[src/rtl/mem_rd_seq_pkg.sv]
// Shared decode definitions for the memory-read sequencer: size codes, FSM states,
// default line geometry and the size-to-byte-count helper.
package mem_rd_seq_pkg;

   localparam int unsigned LINE_LOG2_DEF = 4;

   localparam logic [1:0] SZ_BYTE  = 2'b00;
   localparam logic [1:0] SZ_WORD  = 2'b01;
   localparam logic [1:0] SZ_DWORD = 2'b10;

   typedef enum logic [1:0] {
      IDLE = 2'b00,
      RD1  = 2'b01,
      RD2  = 2'b10,
      DONE = 2'b11
   } state_t;

   // Reserved size code 2'b11 reads as a dword.
   function automatic logic [2:0] size_nbytes(input logic [1:0] size);
      logic [2:0] n;
      case (size)
         SZ_BYTE: n = 3'd1;
         SZ_WORD: n = 3'd2;
         default: n = 3'd4;
      endcase
      return n;
   endfunction

endpackage

[src/rtl/mem_rd_seq_line_byte_extract.sv]
// Pulls up to four consecutive bytes out of a cache line, right-justified, with
// the lanes at and above the requested count forced to zero.
module line_byte_extract
   import mem_rd_seq_pkg::*;
#(
   parameter int unsigned LINE_LOG2 = LINE_LOG2_DEF
) (
   input  logic [(8<<LINE_LOG2)-1:0] line,
   input  logic [LINE_LOG2-1:0]      start,
   input  logic [2:0]                count,
   output logic [31:0]               bytes
);

   localparam int unsigned LINE_BYTES = 1 << LINE_LOG2;

   logic [7:0] lane [LINE_BYTES];

   always_comb begin
      for (int i = 0; i < LINE_BYTES; i++) begin
         lane[i] = line[8*i +: 8];
      end
   end

   always_comb begin
      bytes = '0;
      for (int i = 0; i < 4; i++) begin
         if (3'(i) < count) begin
            bytes[8*i +: 8] = lane[LINE_LOG2'(start + LINE_LOG2'(i))];
         end
      end
   end

endmodule

[src/rtl/mem_rd_seq.sv]
// Memory-read sequencer: turns one sized read request into one or two cache line
// reads and assembles a right-justified, zero-extended 32-bit operand.
module mem_rd_seq
   import mem_rd_seq_pkg::*;
#(
   parameter int unsigned LINE_LOG2 = LINE_LOG2_DEF
) (
   input  logic                      clk,
   input  logic                      rst,
   input  logic                      flush,
   input  logic                      req_valid,
   output logic                      req_ready,
   input  logic [31:0]               req_addr,
   input  logic [1:0]                req_size,
   output logic                      dc_req,
   output logic [31:0]               dc_addr,
   input  logic                      dc_ack,
   input  logic [(8<<LINE_LOG2)-1:0] dc_rdata,
   output logic                      out_valid,
   input  logic                      out_ready,
   output logic [31:0]               out_data,
   output logic                      out_split
);

   localparam int unsigned LINE_BYTES = 1 << LINE_LOG2;
   localparam int unsigned CNT_W      = LINE_LOG2 + 1;
   localparam logic [31:0] LINE_MASK  = ~(32'(LINE_BYTES) - 32'd1);

   state_t               state, state_nx;
   logic [LINE_LOG2-1:0] off_q;
   logic [2:0]           nbytes_q;
   logic                 split_q;

   logic [2:0]           req_nbytes;
   logic                 req_split;
   logic [2:0]           cnt1, cnt2;
   logic [31:0]          ext1, ext2;
   logic                 accept;
   logic [31:0]          data_nx;
   logic [31:0]          dc_addr_nx;
   logic                 split_nx;

   assign req_nbytes = size_nbytes(req_size);
   assign req_split  = (CNT_W'(req_addr[LINE_LOG2-1:0]) + CNT_W'(req_nbytes))
                       > CNT_W'(LINE_BYTES);

   // First read supplies bytes up to the end of the line; the second supplies the rest.
   assign cnt1 = split_q ? 3'(CNT_W'(LINE_BYTES) - CNT_W'(off_q)) : nbytes_q;
   assign cnt2 = nbytes_q - cnt1;

   line_byte_extract #(.LINE_LOG2(LINE_LOG2)) u_ext_first (
      .line  (dc_rdata),
      .start (off_q),
      .count (cnt1),
      .bytes (ext1)
   );

   line_byte_extract #(.LINE_LOG2(LINE_LOG2)) u_ext_second (
      .line  (dc_rdata),
      .start (LINE_LOG2'(0)),
      .count (cnt2),
      .bytes (ext2)
   );

   always_ff @(posedge clk or posedge rst) begin
      if (rst) begin
         state <= IDLE;
      end else begin
         state <= state_nx;
      end
   end

   // Next state and next register values; flush overrides everything else.
   always_comb begin
      state_nx   = state;
      accept     = 1'b0;
      data_nx    = out_data;
      split_nx   = out_split;
      dc_addr_nx = dc_addr;
      unique case (state)
         IDLE: begin
            if (req_valid) begin
               accept     = 1'b1;
               state_nx   = RD1;
               data_nx    = '0;
               split_nx   = 1'b0;
               dc_addr_nx = req_addr & LINE_MASK;
            end
         end
         RD1: begin
            if (dc_ack) begin
               data_nx = ext1;
               if (split_q) begin
                  state_nx   = RD2;
                  dc_addr_nx = dc_addr + 32'(LINE_BYTES);
               end else begin
                  state_nx = DONE;
               end
            end
         end
         RD2: begin
            if (dc_ack) begin
               data_nx  = out_data | (ext2 << {cnt1, 3'b000});
               split_nx = 1'b1;
               state_nx = DONE;
            end
         end
         DONE: begin
            if (out_ready) begin
               state_nx = IDLE;
            end
         end
         default: state_nx = IDLE;
      endcase
      if (flush) begin
         state_nx   = IDLE;
         accept     = 1'b0;
         data_nx    = out_data;
         split_nx   = out_split;
         dc_addr_nx = dc_addr;
      end
   end

   // Handshake outputs are registered decodes of the next state.
   always_ff @(posedge clk or posedge rst) begin
      if (rst) begin
         req_ready <= 1'b1;
         dc_req    <= 1'b0;
         dc_addr   <= '0;
         out_valid <= 1'b0;
         out_data  <= '0;
         out_split <= 1'b0;
         off_q     <= '0;
         nbytes_q  <= '0;
         split_q   <= 1'b0;
      end else begin
         req_ready <= (state_nx == IDLE);
         dc_req    <= (state_nx == RD1) || (state_nx == RD2);
         out_valid <= (state_nx == DONE);
         dc_addr   <= dc_addr_nx;
         out_data  <= data_nx;
         out_split <= split_nx;
         if (accept) begin
            off_q    <= req_addr[LINE_LOG2-1:0];
            nbytes_q <= req_nbytes;
            split_q  <= req_split;
         end
      end
   end

endmodule

[config.mk]
export PLATFORM = sky130hd
export DESIGN_NAME = mem_rd_seq
export DESIGN_NICKNAME = d
export VERILOG_FILES = /design/src/rtl/mem_rd_seq_pkg.sv /design/src/rtl/mem_rd_seq_line_byte_extract.sv /design/src/rtl/mem_rd_seq.sv
export SDC_FILE = /design/constraint.sdc
export NUM_CORES = 1
export LEC_CHECK = 0
export BUFFER_PORTS_ARGS = -buffer_cell sky130_fd_sc_hd__buf_2
export CAP_MARGIN = 20
export CORE_MARGIN = 5
export CORE_UTILIZATION = 55
export DETAILED_ROUTE_END_ITERATION = 8
export GPL_TIMING_DRIVEN = 0
export PLACE_DENSITY = 0.83
export SLEW_MARGIN = 20
export SYNTH_ARGS = -nofsm -noshare
export SYNTH_HDL_FRONTEND = slang
export SYNTH_SLANG_ARGS = --single-unit
[constraint.sdc]
create_clock -name clk -period 4.5 [get_ports clk]
set_clock_uncertainty 0.15 [all_clocks]
set_input_delay 0.45 -clock clk [delete_from_list [all_inputs] [get_ports clk]]
set_output_delay 0.45 -clock clk [all_outputs]
set_load 0.01 [all_outputs]
### Word-level counts from Yosys, hierarchy flattened

Index checks and enable logic that the tools add are counted.

* $lt $le $gt $ge: 13
* reductions and logical operators: 10
* shift operators: 1
* bitwise gates (word level): 6
* equal/unequal tests: 11
* mux-type cells: 43
* add/sub/neg operators: 7

Operators by type and width (count)
* 2-to-1 mux 32 bit: 6
* binary-select mux 8 bit (select 4 bit): 4
* 2-to-1 mux 8 bit: 16
* case mux 32 bit (3 select lines): 1
* case mux 32 bit (2 select lines): 1
* adder 32 x 5 -> 32 bit, second input constant: 1
* bitwise OR 32 bit: 1
* << shifter 32 x 6 -> 32 bit: 1
* >= comparator 5 bit, second input constant: 4
* inverter 4 -> 5 bit: 4
* less-than comparator 1 x 3 -> 1 bit, first input constant: 4
* less-than comparator 2 x 3 -> 1 bit, first input constant: 4
* 2-to-1 mux 2 bit: 5
* AND reduction 5 bit: 2
* adder 4 x 2 -> 4 bit, second input constant: 2
* equality test 2 bit, second input constant: 4
* inequality test 2 bit, second input constant: 4
* case mux 2 bit (4 select lines): 1
* equality test 2 x 1 -> 1 bit, second input constant: 3
* zero test 2 bit: 3
* 2-to-1 mux 1 bit: 6
* case mux 3 bit (2 select lines): 1
* adder 4 x 3 -> 5 bit: 1
* greater-than comparator 5 bit, second input constant: 1
* other kinds (10): 11

* input bits: 168
* bits in registers: 78
* output and inout port bits: 68
* logic and storage cells: 101

### Logic depth before layout (Yosys ltp)

Gate-level depths: netlist of the first run.

* depth in word-level cells: 9
* depth in mapped cells: 17
* depth with buffers taken out: 11

### Modules after synthesis

Synthesis of the first run repeated with hierarchy kept, for this count alone.

* cell total of the unflattened synthesis: 1171
* area, all modules: 13148.9 µm²

By module, submodules not included
* line_byte_extract: seq. area each 0.0 µm², cells an instance 294, area each 4075.2 µm², times used 2
* mem_rd_seq: seq. area each 1853.0 µm², cells an instance 583, area each 4998.5 µm², times used 1

### Least setup slack after synthesis of the first run

OpenSTA, ideal clock, no wires.

* kind: register to register
* from: register off_q[1]
* to: register out_data[21]
* cell stages (with the launch flop): 16
* data arrival time: 3.625 ns
* path buffers: 5
* setup slack: 0.594 ns
* clock period less this slack: 3.906 ns
* library setup time: 0.131 ns
* data required time: 4.219 ns
* cells stage by stage: dfrtp_1 clkbuf_1 clkbuf_1 inv_1 ha_1 clkbuf_1 buf_2 buf_1 xor2_1 nand2_1 ha_1 o211ai_2 o211a_2 nor3_2 a222oi_1 nand2_1

* longest elaborated chain between the ends: 9
* elaborated cells between the ends (all ways): 23
* classes of those cells: 3 x add/sub; 5 x order compare; 1 x shift; 12 x mux; 2 x bitwise

RTL lines
* from (decl): RTL line mem_rd_seq.sv:30 `logic [LINE_LOG2-1:0] off_q;`
* from (signal assigned): RTL line mem_rd_seq.sv:144 `off_q <= req_addr[LINE_LOG2-1:0];`
* subtractor 1 x 3 -> 3 bit: RTL line mem_rd_seq.sv:48 `assign cnt1 = split_q ? 3'(CNT_W'(LINE_BYTES) - CNT_W'(off_q)) : nbytes_q;`
* 2-to-1 mux 3 bit: RTL line mem_rd_seq.sv:48
* subtractor 3 bit: RTL line mem_rd_seq.sv:49 `assign cnt2 = nbytes_q - cnt1;`
* less-than comparator 1 x 3 -> 1 bit or less-than comparator 2 x 3 -> 1 bit (tied branches): RTL line mem_rd_seq_line_byte_extract.sv:27 `if (3'(i) < count) begin`
* 2-to-1 mux 8 bit: RTL line mem_rd_seq_line_byte_extract.sv:27
* << shifter 32 x 6 -> 32 bit: RTL line mem_rd_seq.sv:103 `data_nx = out_data | (ext2 << {cnt1, 3'b000});`
* bitwise OR 32 bit: RTL line mem_rd_seq.sv:103
* 2-to-1 mux 32 bit: RTL line mem_rd_seq.sv:102 `if (dc_ack) begin`
* case mux 32 bit (3 select lines) (*): RTL line mem_rd_seq.sv:80 `unique case (state)`
* to (signal assigned): RTL line mem_rd_seq.sv:141 `out_data <= data_nx;`
* to (decl): RTL line mem_rd_seq.sv:21 `output logic [31:0] out_data,`

Every way passes the cells marked *; elsewhere a longest branch is shown, timed or not. The select of a mux whose other input is x is not followed.
A chain may end at the register's enable or synchronous reset.

### Worst setup path in the final report of the first run

* from: register off_q[1]
* to: register out_data[24]

Same word-level chain as after synthesis.

==> key figures, run 1 <==
Cells and area
  • Finished Cell Area: 10300 um^2
  • Final #Nets: 1179
  • FILL cells: 1150
  • Layout cells sized above 1: 44.5%
  • Synth-to-layout area growth: 20.4%

Setup path
  • Worst r2r src: off_q[1]$_DFFE_PP0P_
  • CP dominant cell by count: clkbuf_4
  • Crit. End Element: register
  • Worst setup SP type: register
  • Crit path to: out_data[24]$_DFFE_PP0P_
  • CP peak stage delay: 440 ps
  • Crit-path slowest cell: dfrtp_1
  • R2R Path End: out_data[24]$_DFFE_PP0P_
  • CP max FO: 10
  • Sequence of cells on the critical path: clkbuf_4, clkbuf_4, inv_1, ha_1, clkbuf_1, buf_4, clkbuf_4, xor2_1, nand2_1, ha_1, o211ai_4, nand4_1, buf_2, a32oi_1, nand2b_1, o211ai_1
  • Flop2flop setup slack: 260 ps
  • CP startpoint: off_q[1]$_DFFE_PP0P_
  • Crit Path Class: register to register
  • FF-to-FF path depth: 16
  • CP Data Arrival Time: 4280 ps
  • Critical Path RT: 4540 ps

CTS
  • CTS Sinks: 74
  • Htree depth: 3
  • Post-CTS setup buffers: 0
  • CTS root buffer: clkbuf_16
  • Clock transition at path regs: 60 ps
  • Num CTS Buffers: 9
  • Skew-Pair Late Insertion Delay: 340 ps
  • TritonCTS clock tree: yes
  • Maximum buffer depth of the clock tree: 2

Yosys
  • Largest area contributor in the netlist: mux4_2
  • Syn Area/Cell: 11.4 um^2
  • Ys async rst share: 100%
  • FF+latch count, synth: 74
  • Synth top area cells: mux4_2, dfrtp_1, mux2i_1
  • Ys flop type: dfrtp_1
  • Warnings, synthesis: 0
  • Sequential element share of the synthesized area: 21.7%
  • Area fraction of the dominant cell type after synthesis: 36.2%
  • Synthesized area: 8520 um^2
  • Gate Count Post-Synth: 746
  • Post-synth EDFFs: 0
  • Cell variety after synth: 67

Floorplan
  • Die Span Y: 134 um
  • Die Footprint: 18100 um^2
  • Row count: 45
  • Initial core utilization: 56.1%
  • Die X: 134 um
  • Core area: 15200 um^2
  • Num ports: 236

GRT
  • Initial antenna violation count: 2
  • Largest net degree at the start of global routing: 48
  • GRT overflow: 0
  • Vias in the first global route: 8704
  • Global-route wire length before repair: 48900 um
  • Overall Global Routing Usage: 34.7%

Timing
  • Finish-stage setup viols: 0
  • RSZ-0062 raised after global routing: false
  • Slew @ Worst Pin: 1010 ps
  • Fin crit share: 94.3%
  • Final Max Tran Viols: 0
  • Final hold violations: 0
  • Post-route minimum period: 4240 ps
  • Hold Slack: 218 ps
  • Fmax: 0.236 GHz
  • Max_slew headroom: 32.6%

Routing
  • Vias: 8772
  • Drt first pass iters: 6
  • # DRC: 0
  • Post-route antenna net violation count: 0
  • 1st-iter DRT viols: 1194
  • Routed len/inst: 26.7 um
  • Drt total wl: 31700 um
  • Via density: 7.39

Outcome
  • Status: finished clean

Placed design
  • Post-DP HPWL: 24700 um
  • Dpl cell area: 9960 um^2
  • IO Port Bufs: 231
  • Final GP Congestion: 0.992

Pwr
  • Static Leak: 4.41 nW
  • Power Dens Cells: 798 nW/um^2
  • Worst IR Drop VDD: 0.612 mV

Run
  • Max-cap violation count: 0

Hold path
  • Hold crit path type: input pin to register
  • Min-Delay Startpoint: req_addr[3]
[metrics by stage]
| step | total power (W) | TNS (ps) | util, % | worst slack [ps] | std cells |
|---|---|---|---|---|---|
| 2_1_floorplan | 0.00561 | 0 | - | 594 | 749 |
| 3_3_place_gp | 0.00709 | -14790 | 65.3 | -551 | 1168 |
| 3_5_place_dp | 0.00728 | -18670 | 65.5 | -698 | 1169 |
| 4_1_cts | 0.00797 | 0 | 67.4 | 14.8 | 1186 |
| 5_1_grt | 0.00859 | 0 | 67.5 | 23.7 | 1187 |
| 6_report | 0.00819 | 0 | 67.5 | 258 | 1187 |
[cell usage after synthesis (11+ instances only)]
cell type    n
o211ai_1    11
o22ai_1     48
mux4_2     137
dfrtp_1     73
nand3_1     21
inv_1       26
o21ai_0     26
nand4_1     11
nand2b_1    14
buf_2       16
mux2_2      13
buf_4       12
ha_1        17
a21oi_1     49
nor2_1      18
nand2_1     51
mux2i_1     50
clkbuf_1    26
[critical path: cells and delay by family (launching register included)]
| kind | cells | cell delay [ps] |
|---|---|---|
| AOI/OAI and AO/OA | 3 | 690 |
| xor gates and xnor gates | 1 | 170 |
| adders and majority gates | 2 | 520 |
| buffers and inverters | 7 | 1680 |
| DFF | 1 | 440 |
| and+or+nand+nor | 3 | 410 |
[layer usage]
layer / part of all wire (%) / GRT usage (%) / vias up
met5: 0.041 / 0 / -
met4: 5.2 / 15.6 / 2
met3: 15 / 9.91 / 165
met2: 46 / 55.9 / 901
met1: 33 / 44.0 / 4094
li1: - / - / 3610
[cells in the final DEF (no fill, tap or decap), types with 9 or more instances in the layout]
cell         n
buf_2      246
mux4_2     137
dfrtp_1     73
nand2_1     51
mux2i_1     50
o22ai_1     48
a21oi_1     48
clkbuf_1    28
o21ai_0     26
inv_1       25
nand3_1     21
nor2_1      18
ha_1        17
nand2b_1    14
buf_4       13
mux2_2      13
nand4_1     11
o211ai_1    11
o221ai_1     9
clkbuf_16    9
[report_power, final]
group / internal [W] / switching [W] / leakage [nW]
combinational: 0.00286 / 0.00342 / 3.33
clock: 0.000390 / 0.000278 / 0.131
sequential: 0.000929 / 0.000311 / 0.952
total: 0.00418 / 0.00401 / 4.41
[worst min path at each step]
stage,end,slack [ps],cells after the start
finish,off_q[3]$_DFFE_PP0P_,220,2
detailed placement,dc_addr[14]$_DFFE_PP0P_,320,2
global placement,out_data[10]$_DFFE_PP0P_,320,2
global route,off_q[3]$_DFFE_PP0P_,230,2
CTS,off_q[3]$_DFFE_PP0P_,200,2
floorplan,nbytes_q[0]$_DFFE_PP0P_,350,1
[flip-flops by register name (all words and copies together) (netlist names)]
register / count
out_data: 32
dc_addr: 28
off_q: 4
nbytes_q: 3
state: 2
dc_req: 1
out_split: 1
out_valid: 1
req_ready: 1
split_q: 1
[cell families after synthesis]
| family | synth area share (%) |
|---|---|
| xor gates and xnor gates | 0.984 |
| AOI/OAI and AO/OA | 15.4 |
| and+or+nand+nor | 10.4 |
| buffers and inverters | 4.99 |
| other | 0.0440 |
| muxes | 43.8 |
| adders and majority gates | 2.73 |
| DFF | 21.7 |
[what timing repair did]
item / in CTS / in global routing
hold buffers: 1 / 0
setup endpoints to repair: 32 / 32
endpoints found under the hold margin: 27 / 0
gates resized for setup: 4 / 8
pin swaps: 0 / 1
[area by class of cell]
class                   instances  area, um^2  area share (%)
flip-flops and latches         74        1850            18.1
plain buffers                  64         342            3.33
diodes                          1        2.50          0.0244
multi-input cells             585        6270            61.1
clock inverters                 2        13.8           0.134
well taps                     188         235            2.29
inverters                      26         100           0.975
clock buffers                  14         254            2.48
repair buffers                233        1190            11.6
Power figures use the tool's default switching activity.
==> run 2, diff against run 1 <==
Settings changed: RECOVER_POWER from default to 50.
==> key figures, run 2 (synthesis results as in run 1) <==
Hold path
  • Hold crit path type: input pin to register (unchanged)

Placed design
  • Post-DP HPWL: 24700 um (unchanged)
  • Final GP Congestion: 0.992 (unchanged)
  • Dpl cell area: 9960 um^2 (unchanged)
  • Placed cell count: 1169 (unchanged)
  • IO Port Bufs: 231 (unchanged)

Setup path
  • Crit. End Element: register (unchanged)
  • Worst setup SP type: register (unchanged)
  • CP Data Arrival Time: 4290 ps (was 4280 ps)
  • CP dominant cell by count: clkbuf_4 (unchanged)
  • Crit Path Class: register to register (unchanged)
  • Crit-path slowest cell: dfrtp_1 (unchanged)
  • Sequence of cells on the critical path: clkbuf_4, clkbuf_4, inv_1, ha_1, clkbuf_1, buf_4, clkbuf_4, xor2_1, nand2_1, ha_1, o211ai_4, nand4_1, buf_2, a32oi_1, nand2b_1, o211ai_1 (unchanged)
  • CP peak stage delay: 440 ps (about the same)
  • Critical Path RT: 4540 ps (about the same)
  • CP max FO: 10 (unchanged)

Routing
  • # DRC: 0 (unchanged)
  • Vias: 8795 (was 8772)
  • Via density: 7.41 (was 7.39)
  • Post-route antenna net violation count: 0 (unchanged)
  • Routed len/inst: 26.7 um (about the same)
  • Drt total wl: 31700 um (about the same)
  • Drt first pass iters: 8 (was 6)
  • 1st-iter DRT viols: 1363 (was 1194)

Floorplan
  • Die X: 134 um (unchanged)
  • Num ports: 236 (unchanged)
  • Die Span Y: 134 um (unchanged)
  • Row count: 45 (unchanged)
  • Core area: 15200 um^2 (unchanged)
  • Initial core utilization: 56.1% (unchanged)
  • Die Footprint: 18100 um^2 (unchanged)

Cells and area
  • Layout cells sized above 1: 41.1% (was 44.5%)
  • Most common cell after layout, fill and taps aside: buf_2 (unchanged)
  • Fin cells: 1187 (unchanged)
  • Biggest regs: out_data x32, dc_addr x28, off_q x4 (unchanged)
  • Top reg by flops: out_data (unchanged)
  • Final core occ: 67.1% (was 67.5%)
  • Synth-to-layout area growth: 19.7% (was 20.4%)
  • Most frequent cells in the layout: buf_2, mux4_2, dfrtp_1, clkbuf_1, nand2_1 (was buf_2, mux4_2, dfrtp_1, nand2_1, mux2i_1)
  • Max FFs per register: 32 (unchanged)
  • Finished Cell Area: 10200 um^2 (was 10300 um^2)
  • Final #Nets: 1179 (unchanged)

CTS
  • CTS Sinks: 74 (unchanged)
  • Clock transition at path regs: 60 ps (about the same)
  • CTS root buffer: clkbuf_16 (unchanged)
  • Num CTS Buffers: 9 (unchanged)
  • Htree depth: 3 (unchanged)
  • Maximum buffer depth of the clock tree: 2 (unchanged)
  • Skew-Pair Late Insertion Delay: 340 ps (about the same)
  • TritonCTS clock tree: yes (unchanged)
  • Post-CTS setup buffers: 0 (unchanged)

Timing
  • RSZ-0062 raised after global routing: false (unchanged)
  • Post-route minimum period: 4240 ps (about the same)
  • Max_slew headroom: -51.3% (was 32.6%)
  • Fin crit share: 94.3% (about the same)
  • Final Max Tran Viols: 48 (was 0)
  • Final hold violations: 0 (unchanged)
  • Hold Slack: 221 ps (was 218 ps)
  • Finish-stage setup viols: 0 (unchanged)
  • Fmax: 0.236 GHz (about the same)
  • Slew @ Worst Pin: 2270 ps (was 1010 ps)

Pwr
  • Fraction of power consumed by sequential logic: 15.2% (was 15.1%)
  • Worst IR Drop VDD: 0.610 mV (was 0.612 mV)
  • Power Dens Cells: 800 nW/um^2 (was 798 nW/um^2)
  • Int Power: 0.00416 W (was 0.00418 W)
  • Logic pwr share: 76.6% (was 76.7%)
  • Static Leak: 4.28 nW (was 4.41 nW)
  • Power share of the clock group: 8.2% (was 8.1%)
  • Net Sw Frac: 49.1% (was 49.0%)
  • NetSw: 0.00401 W (about the same)

Outcome
  • Status: finished with violations (was finished clean)
  • Failing checks: max-capacitance violations, max-slew violations

GRT
  • Largest net degree at the start of global routing: 48 (unchanged)
  • Initial antenna violation count: 2 (unchanged)
  • Vias in the first global route: 8704 (unchanged)
  • Global-route wire length before repair: 48900 um (unchanged)
  • GRT overflow: 0 (unchanged)
  • Overall Global Routing Usage: 34.7% (unchanged)

Run
  • Max-cap violation count: 1 (was 0)
## run 2: per-stage QoR
| stage | power, W | TNS (ps) | setup slack, ps |
|---|---|---|---|
| final | 0.00816 | 0 | 256 |
| after global routing | 0.00856 | 0 | 23.7 |
| after CTS | 0.00797 | 0 | 14.8 |
| after detailed placement | 0.00728 | -18670 | -698 |
| after global placement | 0.00709 | -14790 | -551 |
| after floorplan | 0.00561 | 0 | 594 |
## run 2: worst paths after layout
check,depth (start not counted),to,slack [ps],startpoint
max reg2reg,16,out_data[24]$_DFFE_PP0P_,260,off_q[1]$_DFFE_PP0P_
min reg2reg,2,out_data[8]$_DFFE_PP0P_,350,out_data[8]$_DFFE_PP0P_
max,16,out_data[24]$_DFFE_PP0P_,260,off_q[1]$_DFFE_PP0P_
max in group asynchronous,4,out_data[23]$_DFFE_PP0P_,660,rst
min,2,off_q[3]$_DFFE_PP0P_,220,req_addr[3]
min in group asynchronous,3,dc_addr[12]$_DFFE_PP0P_,770,rst
## run 2: critical path, delay by kind of cell (launching register included)
family                   cells  cell delay [ps]
AND/OR/NAND/NOR              3              420
adder cells (fa/ha/maj)      2              520
XOR/XNOR                     1              170
buffers and inverters        7             1680
flip-flops                   1              440
AO/OA/AOI/OAI                3              710
## run 2: area by class of cell
cell class / count / area [um^2]
Multi-Input combinational cell: 585 / 6270
Inverter: 26 / 98.8
Clock inverter: 2 / 13.8
Antenna cell: 1 / 2.50
Tap cell: 188 / 235
Fill cell: 1171 / 5000
Timing Repair Buffer: 233 / 1140
Sequential cell: 74 / 1850
Buffer: 64 / 342
Clock buffer: 14 / 254
## run 2: power by group through the flow
| stage | Sequential (W) | Combinational, W | Clock (W) |
|---|---|---|---|
| 4_1_cts | 0.00123 | 0.00607 | 0.000676 |
| 3_3_place_gp | 0.00122 | 0.00586 | 0 |
| 2_1_floorplan | 0.00127 | 0.00434 | 0 |
| 6_report | 0.00124 | 0.00625 | 0.000668 |
| 5_1_grt | 0.00128 | 0.00658 | 0.000698 |
| 3_5_place_dp | 0.00124 | 0.00603 | 0 |
## run 2: per-layer routing
metal | up-vias | GRT usage [%] | routed length (um)
met5 | - | 0 | 13
li1 | 3613 | - | -
met2 | 909 | 55.9 | 14600
met4 | 2 | 15.6 | 1730
met3 | 172 | 9.91 | 4940
met1 | 4099 | 44.0 | 10400
## run 2: repair_timing
item	in CTS	in global routing
hold buffers	1	0
resized for setup	4	8
hold endpoints to repair	27	0
pin swaps	0	1
gates cloned	0	0
setup endpoints to repair	32	32
